==> src/rtl/out_fifo_wr_sched_if.sv <==
// Requester-side and OUT_FIFO-side signals of the write scheduler.
// wr_count exists only when OUT_FIFO_WR_SCHED_STATS_EN is defined.
interface out_fifo_wr_sched_if #(
   parameter int unsigned NREQ = 4
);
   logic [NREQ-1:0]    req_valid;
   logic [NREQ*80-1:0] req_data;
   logic [NREQ-1:0]    req_ready;
   logic               fifo_almostfull;
   logic               fifo_full;
   logic               fifo_wren;
   logic [79:0]        fifo_d;
   logic [2:0]         grant_id;
   logic               busy;
`ifdef OUT_FIFO_WR_SCHED_STATS_EN
   logic [15:0]        wr_count;

   modport master (
      input  req_valid, req_data, fifo_almostfull, fifo_full,
      output req_ready, fifo_wren, fifo_d, grant_id, busy, wr_count
   );
   modport slave (
      output req_valid, req_data, fifo_almostfull, fifo_full,
      input  req_ready, fifo_wren, fifo_d, grant_id, busy, wr_count
   );
`else
   modport master (
      input  req_valid, req_data, fifo_almostfull, fifo_full,
      output req_ready, fifo_wren, fifo_d, grant_id, busy
   );
   modport slave (
      output req_valid, req_data, fifo_almostfull, fifo_full,
      input  req_ready, fifo_wren, fifo_d, grant_id, busy
   );
`endif
endinterface

==> src/rtl/out_fifo_wr_sched.sv <==
// Round-robin burst scheduler sharing one 80-bit OUT_FIFO write port among NREQ requesters.
// Define OUT_FIFO_WR_SCHED_STATS_EN to add the saturating wr_count statistic.
module out_fifo_wr_sched #(
   parameter int unsigned NREQ      = 4,
   parameter int unsigned MAX_BURST = 8
) (
   input logic                 clk,
   input logic                 rst_n,
   out_fifo_wr_sched_if.master bus
);
   localparam int unsigned DW = 80;
   localparam int unsigned IW = (NREQ > 1) ? $clog2(NREQ) : 1;
   localparam int unsigned CW = $clog2(MAX_BURST + 1);

   typedef enum logic {IDLE, BURST} state_t;

   state_t          state_q, state_d;
   logic [IW-1:0]   rr_q, rr_d;
   logic [IW-1:0]   gnt_q, gnt_d;
   logic [CW-1:0]   cnt_q, cnt_d;
   logic [IW-1:0]   cand_c;
   logic            found_c;
   logic            room_c;
   logic            xfer_c;
   logic [NREQ-1:0] ready_c;
   logic [DW-1:0]   word_c;

   // Word of the current grant holder
   always_comb begin
      word_c = '0;
      for (int unsigned i = 0; i < NREQ; i++) begin
         if (gnt_q == IW'(i)) word_c = bus.req_data[DW*i +: DW];
      end
   end

   // Arbitration and burst control
   always_comb begin
      state_d = state_q;
      rr_d    = rr_q;
      gnt_d   = gnt_q;
      cnt_d   = cnt_q;
      cand_c  = '0;
      found_c = 1'b0;
      ready_c = '0;
      xfer_c  = 1'b0;
      room_c  = ~bus.fifo_almostfull & ~bus.fifo_full;
      case (state_q)
         IDLE: begin
            for (int unsigned off = 1; off <= NREQ; off++) begin
               cand_c = IW'((32'(rr_q) + off) % NREQ);
               if (!found_c && bus.req_valid[cand_c]) begin
                  found_c = 1'b1;
                  gnt_d   = cand_c;
               end
            end
            if (found_c) begin
               cnt_d   = '0;
               state_d = BURST;
            end
         end
         BURST: begin
            ready_c[gnt_q] = room_c;
            xfer_c         = bus.req_valid[gnt_q] & room_c;
            if (!bus.req_valid[gnt_q]) begin
               state_d = IDLE;
               rr_d    = gnt_q;
            end else if (xfer_c) begin
               cnt_d = cnt_q + CW'(1);
               if (cnt_d == CW'(MAX_BURST)) begin
                  state_d = IDLE;
                  rr_d    = gnt_q;
               end
            end
         end
      endcase
   end

   assign bus.req_ready = ready_c;
   assign bus.grant_id  = 3'(gnt_q);

   // State and registered write stage; reset drops any pending write
   always_ff @(posedge clk or negedge rst_n) begin
      if (!rst_n) begin
         state_q       <= IDLE;
         rr_q          <= IW'(NREQ - 1);
         gnt_q         <= '0;
         cnt_q         <= '0;
         bus.busy      <= 1'b0;
         bus.fifo_wren <= 1'b0;
         bus.fifo_d    <= '0;
      end else begin
         state_q       <= state_d;
         rr_q          <= rr_d;
         gnt_q         <= gnt_d;
         cnt_q         <= cnt_d;
         bus.busy      <= (state_d == BURST);
         bus.fifo_wren <= xfer_c;
         if (xfer_c) bus.fifo_d <= word_c;
      end
   end

`ifdef OUT_FIFO_WR_SCHED_STATS_EN
   // Saturating count of issued writes
   always_ff @(posedge clk or negedge rst_n) begin
      if (!rst_n) begin
         bus.wr_count <= '0;
      end else if (bus.fifo_wren && (bus.wr_count != 16'hFFFF)) begin
         bus.wr_count <= bus.wr_count + 16'd1;
      end
   end
`endif
endmodule

==> src/flat_wrapper.sv <==
// flat-port wrapper written by rule: the top's interface ports become plain ports
module out_fifo_wr_sched_flat 
#(
   parameter int unsigned NREQ      = 4,
   parameter int unsigned MAX_BURST = 8
)
  (clk, rst_n, bus_req_valid, bus_req_data, bus_fifo_almostfull, bus_fifo_full, bus_req_ready, bus_fifo_wren, bus_fifo_d, bus_grant_id, bus_busy);
  out_fifo_wr_sched_if #(.NREQ(NREQ)) bus_i ();
  input logic clk;
  input logic rst_n;
  input wire logic [$bits(bus_i.req_valid)-1:0] bus_req_valid;
  input wire logic [$bits(bus_i.req_data)-1:0] bus_req_data;
  input wire logic [$bits(bus_i.fifo_almostfull)-1:0] bus_fifo_almostfull;
  input wire logic [$bits(bus_i.fifo_full)-1:0] bus_fifo_full;
  output wire logic [$bits(bus_i.req_ready)-1:0] bus_req_ready;
  output wire logic [$bits(bus_i.fifo_wren)-1:0] bus_fifo_wren;
  output wire logic [$bits(bus_i.fifo_d)-1:0] bus_fifo_d;
  output wire logic [$bits(bus_i.grant_id)-1:0] bus_grant_id;
  output wire logic [$bits(bus_i.busy)-1:0] bus_busy;
  assign bus_i.req_valid = bus_req_valid;
  assign bus_i.req_data = bus_req_data;
  assign bus_i.fifo_almostfull = bus_fifo_almostfull;
  assign bus_i.fifo_full = bus_fifo_full;
  assign bus_req_ready = bus_i.req_ready;
  assign bus_fifo_wren = bus_i.fifo_wren;
  assign bus_fifo_d = bus_i.fifo_d;
  assign bus_grant_id = bus_i.grant_id;
  assign bus_busy = bus_i.busy;
  out_fifo_wr_sched #(.NREQ(NREQ), .MAX_BURST(MAX_BURST)) u_core (.clk(clk), .rst_n(rst_n), .bus(bus_i));
endmodule
==> config.mk <==
export PLATFORM = sky130hd
export DESIGN_NAME = out_fifo_wr_sched_flat
export DESIGN_NICKNAME = d
export VERILOG_FILES = /design/src/rtl/out_fifo_wr_sched_if.sv /design/src/rtl/out_fifo_wr_sched.sv /design/src/flat_wrapper.sv
export SDC_FILE = /design/constraint.sdc
export NUM_CORES = 1
export LEC_CHECK = 0
export ABC_AREA = 0
export CAP_MARGIN = 10
export CORE_AREA = 2 2 164 166
export CTS_CLUSTER_DIAMETER = 100
export DETAILED_ROUTE_END_ITERATION = 10
export DIE_AREA = 0 0 166 168
export SETUP_SLACK_MARGIN = 0.05
export SYNTH_ARGS = -nofsm -noshare
export SYNTH_HDL_FRONTEND = slang
export SYNTH_SLANG_ARGS = --single-unit
==> constraint.sdc <==
create_clock -name clk -period 1.9 [get_ports clk]
set_input_delay 0.475 -clock clk [delete_from_list [all_inputs] [get_ports clk]]
set_output_delay 0.475 -clock clk [all_outputs]
set_load 0.01 [all_outputs]
* After elaboration in Yosys (flattened, before gate mapping)
Cells that the tools add are included.
** Word-level totals
- Input bits :: 328
- Bits in registers :: 90
- Output and inout bits :: 89
** Operators by class
- Mux-type cells :: 42
- Reduce and logical (&&, ||, !) cells :: 12
- Equal/unequal tests :: 9
- Add/subtract/negate cells :: 5
- Magnitude comparators :: 6
- Bitwise operators :: 6
** Operator list (count)
- $mux W80 :: 4
- $mux W1 :: 19
- $mux W4 :: 4
- $lt A2 B3 Y1 const B :: 5
- $mux W2 :: 7
- $bmux W1 S2 :: 5
- $ne A2 B2 Y1 const B :: 4
- $pmux W4 S2 :: 1
- $reduce_and A3 Y1 :: 2
- $add A2 B1 Y2 const B :: 2
- $add A2 B2 Y2 const B :: 2
- $add A4 B1 Y4 const B :: 1
- $and A4 B4 Y4 :: 1
- $eq A2 B2 Y1 const B :: 2
- $eq A4 B4 Y1 const B :: 1
- $logic_and A1 B1 Y1 :: 4
- $reduce_bool A4 Y1 :: 1
- $logic_not A1 Y1 :: 3
- $not A1 Y1 :: 3
- $and A1 B1 Y1 :: 2
- $demux W1 S2 :: 1
- $eq A2 B1 Y1 const B :: 1
- $ge A2 B1 Y1 const B :: 1
- $logic_not A2 Y1 :: 1
- other kinds (3) :: 3

* Longest topological paths before layout
Gate-level depths: netlist of the first run.
- Depth in word-level cells :: 19
- Mapped depth :: 7
- Depth with buffers taken out :: 5

* Worst setup path after synthesis of the first run
Ideal clock, no wire load.
- Kind :: register to output
- Start point :: register u_core.gnt_q[1]
- End point :: output port bus_req_ready[2]
- Cell stages (with the launch flop) :: 6
- Slack :: -175 ps
- Arrival :: 1600 ps
- Required time :: 1425 ps
- Buffers on the path :: 3
- Cell sequence :: dfrtp_1 > clkbuf_1 > clkbuf_1 > clkbuf_1 > inv_1 > nor3_1
** On the way
- Longest elaborated chain between the ends :: 6
** Ends and longest elaborated chain
- from (decl) :: line out_fifo_wr_sched.sv:19 : logic [IW-1:0] gnt_q, gnt_d;
- from (signal assigned) :: line out_fifo_wr_sched.sv:94 : gnt_q <= gnt_d;
- $lt A2 B3 Y1 (not written as such) or $ge A2 B1 Y1 (tied branches) :: line out_fifo_wr_sched.sv:62 : ready_c[gnt_q] = room_c;
- $logic_and A1 B1 Y1 (not written as such) :: line out_fifo_wr_sched.sv:62
- $mux W1 (not written as such) :: line out_fifo_wr_sched.sv:62
- $demux W1 S2 (*)
- $and A4 B4 Y4 (no source line) (*)
- $mux W4 (*) :: line out_fifo_wr_sched.sv:47 : case (state_q)
- to (decl) :: line flat_wrapper.sv:15 : output wire logic [$bits(bus_i.req_ready)-1:0] bus_req_ready;
Mark *: on every way between the ends. The rest lies on a longest branch, timed or not.

* Worst setup path after layout of the first run
- Start point :: input port bus_req_valid[3]
- End point :: register u_core.bus.fifo_d[32]
** On the way
- Longest elaborated chain between the ends :: 4
** Ends and longest elaborated chain
- from (decl) :: line flat_wrapper.sv:11 : input wire logic [$bits(bus_i.req_valid)-1:0] bus_req_valid;
- $bmux W1 S2 :: line out_fifo_wr_sched.sv:63 : xfer_c = bus.req_valid[gnt_q] & room_c;
- $mux W1 (not written as such) :: line out_fifo_wr_sched.sv:63
- $and A1 B1 Y1 :: line out_fifo_wr_sched.sv:63
- $mux W1 :: line out_fifo_wr_sched.sv:47
- to (signal assigned) :: line out_fifo_wr_sched.sv:98 : if (xfer_c) bus.fifo_d <= word_c;
- to (decl) :: line out_fifo_wr_sched_if.sv:29 : output req_ready, fifo_wren, fifo_d, grant_id, busy
Every way passes these cells. The select of a mux whose other input is x is not followed.
A chain may end at the register's enable or synchronous reset.

==> results of run 1 <==
[worst paths after layout]
path                                             from                    end  slack [ns]  cells after the start
min in group clk                u_core.bus.fifo_d[33]  u_core.bus.fifo_d[33]        0.51                      1
worst max-delay path                 bus_req_valid[3]  u_core.bus.fifo_d[32]      -0.008                      6
worst max register to register        u_core.gnt_q[1]  u_core.bus.fifo_d[32]      -0.008                      6
worst min-delay path                            rst_n        u_core.gnt_q[1]        0.15                      2
worst min register to register  u_core.bus.fifo_d[33]  u_core.bus.fifo_d[33]        0.51                      1
max in group asynchronous                       rst_n   u_core.bus.fifo_d[0]        1.31                      2
[sequential cells by signal, indices dropped and copies added, names as in the netlist]
signal and flops:
u_core.bus.fifo_d 80, u_core.gnt_q 2, u_core.bus.busy 1, u_core.cnt_q 4, u_core.bus.fifo_wren 1, u_core.rr_q 2
[what timing repair did]
| action | CTS | global route |
|---|---|---|
| buffers inserted | 7 | 1 |
| cloned | 2 | 3 |
| setup endpoints to repair | 86 | 86 |
| pin swaps | 1 | 3 |
| resized for setup | 23 | 16 |
[report_power, final]
part	internal, mW	switching, mW
sequential	2.89	0.591
combinational	5.53	3.04
clock	1.03	0.825
[per-stage QoR]
step / utilization (%) / total power [mW] / setup slack (ns) / std cells / cell area [µm²]
after floorplan: - / 8.086 / -0.06326 / 342 / 5844
after global placement: 39.62 / 11.70 / -0.4099 / 1087 / 10440
after detailed placement: 39.62 / 11.74 / -0.4276 / 1087 / 10440
after CTS: 41.18 / 14.03 / -0.04479 / 1112 / 10850
after global routing: 41.63 / 14.70 / -0.05213 / 1117 / 10970
final: 41.64 / 13.91 / -0.008080 / 1118 / 10970
[cells by family (layout without fill, tap and decap cells)]
group | Yosys count | after routing
AO/OA/AOI/OAI | 15 | 15
XOR/XNOR | 1 | 1
adder cells (fa/ha/maj) | 1 | 1
buffers and inverters | 39 | 472
flip-flops | 90 | 90
multiplexers | 164 | 164
other | 1 | 3
AND/OR/NAND/NOR | 31 | 31
[worst register-to-register path, cell delays in order, from the launching register on]
cell and delay, ns:
dfrtp_4 0.48, buf_6 0.14, mux4_2 0.47, nand3_4 0.12, inv_8 0.08, clkbuf_16 0.20
mux2_4 0.31
[cell type report]
type / instances / area [µm²]
fillers: 2451 / 15380
repair buffers: 448 / 4633
multi-input cells: 213 / 3312
flip-flops and latches: 90 / 2262
well taps: 341 / 426.7
clock buffers: 10 / 229.0
clock inverters: 6 / 66.31
inverters: 8 / 37.54
diodes: 2 / 5.005
[metal layers]
| layer | track usage (%) | share of wire, % | routed length, µm | vias to the layer above |
|---|---|---|---|---|
| met2 | 27.08 | 52 | 11590 | 246 |
| li1 | - | - | - | 2233 |
| met4 | 4.877 | 1.5 | 332 | 0 |
| met1 | 17.73 | 39 | 8826 | 2472 |
| met5 | 0 | 0 | 0 | - |
| met3 | 4.161 | 7.2 | 1603 | 20 |
[placed cells by master, fill, tap and decap left out, types with 2 or more instances in the layout]
master,netlist,routed
clkbuf_2,0,4
nor2_1,9,8
o21ai_0,3,2
dfrtp_1,88,86
bufbuf_16,0,2
buf_6,8,2
nand2_1,10,10
o22ai_1,3,3
mux2_2,12,12
clkinv_4,0,2
buf_4,1,18
dfrtp_4,0,2
buf_2,9,3
o31ai_1,2,2
buf_16,0,6
mux4_2,81,81
clkdlybuf4s50_1,0,405
diode_2,0,2
clkinv_2,0,2
dfstp_2,2,2
buf_12,0,3
inv_1,7,7
mux2_4,70,70
nand3_1,5,5
clkbuf_16,0,12
==> flow_metrics.env, run 1 <==
export IMPL_status="finished, violations left"
export IMPL_failed_checks="negative setup slack"
export IMPL_synthFlopType="dfrtp_1"
export IMPL_layout_nets=1099
export IMPL_synth_xor_xnor_area_share_pct=0.1517
export IMPL_cts_root_buf="clkbuf_16"
export IMPL_fmax_mhz=524.1
export IMPL_fin_tns_setup_ns=-0.04857
export IMPL_synth_area_leaders="dfrtp_1 38%, mux4_2 32%, mux2_4 18%"
export IMPL_drive_gt1_share_pct=29.42
export IMPL_ys_ff_latch=90
export IMPL_grt_max_degree=91
export IMPL_wire_per_inst_um=19.99
export IMPL_period_share_pct=100.4
export IMPL_end_kind="flop"
export IMPL_die_h_um=168
export IMPL_drv_slew=0
export IMPL_io_buffer_count=415
export IMPL_synthToLayoutAreaGrowth_pct=90.05
export IMPL_first_global_vias=5226
export IMPL_synth_fa_ha_area_share_pct=0.2167
export IMPL_cts_max_path_buffers=2
export IMPL_maxCapViolCount=0
export IMPL_die_w_um=166
export IMPL_cp_slowest_cell="mux4_2"
export IMPL_worst_ir_drop_vdd_v=0.0004899
export IMPL_cp_slowest_stage_delay_ns=0.53
export IMPL_muxShareOfSynthArea_pct=52.32
export IMPL_htreeDepth=3
export IMPL_static_leakage_power_nw=4.373
export IMPL_vias=4971
export IMPL_coreArea_um2=26350
export IMPL_drt_initial_drc_count=146
export IMPL_tightest_slew_ns=0.5343
export IMPL_fin_skew_ns=0.009944
export IMPL_yosys_area_share_simple_pct=2.492
export IMPL_clkLatencyLatePin_ns=0.35
export IMPL_cts_hold_buffers_added=0
export IMPL_ios=417
export IMPL_hold_class="input port to async pin"
export IMPL_ant_nets=0
export IMPL_cts_sinks=90
export IMPL_crit_family="multiplexers"
export IMPL_timing_final_ws_setup_ns=-0.008080
export IMPL_gp_congestion=0.7951
export IMPL_rows=60
export IMPL_relSlewSlack_pct=64.38
export IMPL_yosysUniqueCellTypes=34
export IMPL_hold_violations=0
export IMPL_track_usage_pct=15.19
export IMPL_synth_most_common_cell="dfrtp_1"
export IMPL_async_flop_share_pct=100.0
export IMPL_cellPowerDensity_nw_per_um2=1268
export IMPL_dieArea_um2=27890
export IMPL_start_kind="input port"
export IMPL_syn_inst=342
export IMPL_cp_data_arrival_time_ns=2.14
export IMPL_drtPass1Iterations=4
export IMPL_cts_tree="built"
export IMPL_wl_um=22350
export IMPL_synth_top_area_share_pct=38.14
export IMPL_cp_max_fo=14
export IMPL_worstPathCellList="clkdlybuf4s50_1 -> mux4_2 -> nand3_4 -> inv_8 -> clkbuf_16 -> mux2_4"
export IMPL_syn_area_um2=5773
export IMPL_antenna_found_initial=2
export IMPL_synth_compound_area_share_pct=1.864
export IMPL_grt_pass1_wl_um=32240
export IMPL_numCtsBuffers=9
export IMPL_min_period_ns=1.908
export IMPL_synth_edf_count=0
export IMPL_synth_top_family_by_area="multiplexers"
export IMPL_cp_num_buf_inv=3
export IMPL_initial_core_util_pct=21.91
export IMPL_worstSetupPathType="input port to flop"
export IMPL_seq_area_frac_synth_pct=39.06
export IMPL_drc=0
export IMPL_place_hpwl_um=16630
export IMPL_setup_viol=11
export IMPL_rsz0062_at_grt="yes"
export IMPL_timing_hold_ws_ns=0.1521
export IMPL_gr_total_overflow=0
export IMPL_synth_area_leader_cell="dfrtp_1"
export IMPL_netlist_top_cells_count="88 x dfrtp_1, 81 x mux4_2, 70 x mux2_4"
export IMPL_synth_warning_count=0
export IMPL_clk_pin_slew_ns=0.07
export IMPL_post_drt_via_cell_ratio=4.446
export IMPL_cp_data_required_time_ns=2.13
export IMPL_avgSynthCellArea_um2=16.88
export IMPL_synthesis_nets=671
Power figures use the tool's default switching activity.
==> run 2, diff against run 1 <==
- MAX_ROUTING_LAYER: unset -> met4
==> run 2 against run 1 <==
The flow still finishes with violations (negative setup slack). Die area did not move. Non-clock buffer count unchanged. Critical path depth unchanged. Clock skew up 0.0011 ns. Clock power hardly changed. Routed wire length decreased by 0.34%. Count of clock-buffer cells in the layout unchanged. Final cell count stayed put. Sequential share of layout area is essentially flat. Worst hold slack better by 0.0042 ns. Largest power group unchanged.
==> flow_metrics.env, run 2 (synthesis gave the netlist of run 1 again) <==
export IMPL_fin_skew_ns=0.01102
export IMPL_cts_sinks=90
export IMPL_end_kind="flop"
export IMPL_vias=4960
export IMPL_cts_root_buf="clkbuf_16"
export IMPL_track_usage_pct=15.67
export IMPL_cp_max_fo=14
export IMPL_drtPass1Iterations=4
export IMPL_ff2ff_path_depth=6
export IMPL_coreArea_um2=26350
export IMPL_timing_rr_end="u_core.bus.fifo_d[35]"
export IMPL_timing_final_ws_setup_ns=-0.003606
export IMPL_r2r_start="u_core.gnt_q[1]"
export IMPL_first_global_vias=5234
export IMPL_top_regs="u_core.bus.fifo_d: 80 flops, u_core.cnt_q: 4 flops"
export IMPL_layout_nets=1099
export IMPL_static_leakage_power_nw=4.365
export IMPL_numCtsBuffers=9
export IMPL_grt_pass1_wl_um=32210
export IMPL_failed_checks="negative setup slack"
export IMPL_instances_no_fill=1118
export IMPL_r2r_setup_slack_ns=-0.004
export IMPL_min_period_ns=1.904
export IMPL_pwr_share_clk_pct=13.4
export IMPL_layout_common_cells="405 x clkdlybuf4s50_1, 86 x dfrtp_1, 81 x mux4_2, 70 x mux2_4, 19 x buf_4"
export IMPL_rows=60
export IMPL_switchingPower_mw=4.453
export IMPL_largest_reg_flops=80
export IMPL_wire_per_inst_um=19.92
export IMPL_antenna_found_initial=2
export IMPL_worstSetupPathType="flop to flop"
export IMPL_wl_um=22280
export IMPL_relSlewSlack_pct=65.32
export IMPL_final_common_cell="clkdlybuf4s50_1"
export IMPL_fill_cells=2453
export IMPL_worst_ir_drop_vdd_v=0.0004890
export IMPL_setup_viol=6
export IMPL_regMostFlops="u_core.bus.fifo_d"
export IMPL_synthToLayoutAreaGrowth_pct=89.73
export IMPL_htreeDepth=3
export IMPL_maxCapViolCount=0
export IMPL_p_seq_share_pct=25.1
export IMPL_cts_max_path_buffers=2
export IMPL_cellPowerDensity_nw_per_um2=1266
export IMPL_timing_hold_ws_ns=0.1564
export IMPL_p_comb_share_pct=61.5
export IMPL_place_hpwl_um=16630
export IMPL_swShare_pct=32.11
export IMPL_ios=417
export IMPL_dieArea_um2=27890
export IMPL_post_drt_via_cell_ratio=4.436
export IMPL_gr_total_overflow=0
export IMPL_cp_data_arrival_time_ns=2.13
export IMPL_drt_initial_drc_count=135
export IMPL_io_buffer_count=415
export IMPL_intPower_mw=9.416
export IMPL_clkLatencyLatePin_ns=0.35
export IMPL_gp_congestion=0.8090
export IMPL_hold_violations=0
export IMPL_initial_core_util_pct=21.91
export IMPL_rsz0062_at_grt="yes"
export IMPL_fmax_mhz=525.3
export IMPL_drc=0
export IMPL_dp_cells=1087
export IMPL_die_h_um=168
export IMPL_drive_gt1_share_pct=29.42
export IMPL_clk_pin_slew_ns=0.07
export IMPL_period_share_pct=100.2
export IMPL_die_w_um=166
export IMPL_cts_tree="built"
export IMPL_grt_max_degree=91
export IMPL_status="finished, violations left"
export IMPL_start_kind="flop"
export IMPL_ant_nets=0
export IMPL_cp_data_required_time_ns=2.13
export IMPL_drv_slew=0
export IMPL_tightest_slew_ns=0.5202
export IMPL_hold_class="input port to async pin"
-- run 2: cell types whose count changed in the layout (fill, tap and decap cells not counted) --
cell	previous run	this run
buf_12	3	5
buf_16	6	4
buf_4	18	19
buf_6	2	1
-- run 2: per-stage QoR --
stage	setup slack [ns]	util (%)	TNS (ns)	power, mW	instance area, µm²
detailed placement	-0.4276	39.62	-32.69	11.74	10440
global route	-0.04754	41.57	-2.520	14.64	10950
CTS	-0.04479	41.18	-1.805	14.03	10850
finish	-0.003606	41.57	-0.01757	13.87	10950
floorplan	-0.06326	-	-4.428	8.086	5844
global placement	-0.4099	39.62	-29.14	11.70	10440
-- run 2: cell type report --
class | instances | area, µm² | share of cell area, %
multi-input cells | 213 | 3312 | 30.24
well taps | 341 | 426.7 | 3.895
repair buffers | 448 | 4614 | 42.13
clock inverters | 6 | 66.31 | 0.6054
clock buffers | 10 | 229.0 | 2.090
diodes | 2 | 5.005 | 0.04569
inverters | 8 | 37.54 | 0.3427
flip-flops and latches | 90 | 2262 | 20.65
-- run 2: power groups by stage --
stage	Combinational [mW]	Sequential, mW	Clock, mW
3_3_place_gp	8.14	3.56	0
5_1_grt	9.04	3.61	2.00
3_5_place_dp	8.19	3.55	0
2_1_floorplan	4.24	3.85	0
4_1_cts	8.61	3.49	1.93
6_report	8.53	3.48	1.86
-- run 2: how the worst max path moves through the flow --
stage                      from                    end  slack [ns]
2_1_floorplan  bus_req_valid[0]  u_core.bus.fifo_d[10]       -0.06
3_3_place_gp      bus_fifo_full       bus_req_ready[2]       -0.41
3_5_place_dp      bus_fifo_full       bus_req_ready[0]       -0.43
4_1_cts         u_core.gnt_q[1]   u_core.bus.fifo_d[2]       -0.04
5_1_grt         u_core.gnt_q[1]  u_core.bus.fifo_d[72]       -0.05
6_report        u_core.gnt_q[1]  u_core.bus.fifo_d[35]      -0.004
-- run 2: worst max-delay path, stage by stage (launching register included) --
cell and delay, ns:
dfrtp_4 0.48, buf_6 0.14, mux4_2 0.47, nand3_4 0.12, inv_8 0.08, clkbuf_16 0.20
mux2_4 0.30
-- run 2: metal layers --
metal / vias up / share of wire [%] / global-route usage, %
met5: - / 0 / -
li1: 2235 / - / -
met4: 0 / 1.5 / 4.877
met3: 17 / 6.7 / 3.644
met2: 238 / 52 / 27.04
met1: 2470 / 40 / 18.17
-- run 2: what timing repair did --
item                       in CTS  in global routing
setup buffers                   7                  1
pin swaps                       1                  3
gates cloned                    2                  3
hold endpoints to repair        0                  0
setup endpoints to repair      86                 86
resized for setup              23                 13
hold buffers                    0                  0
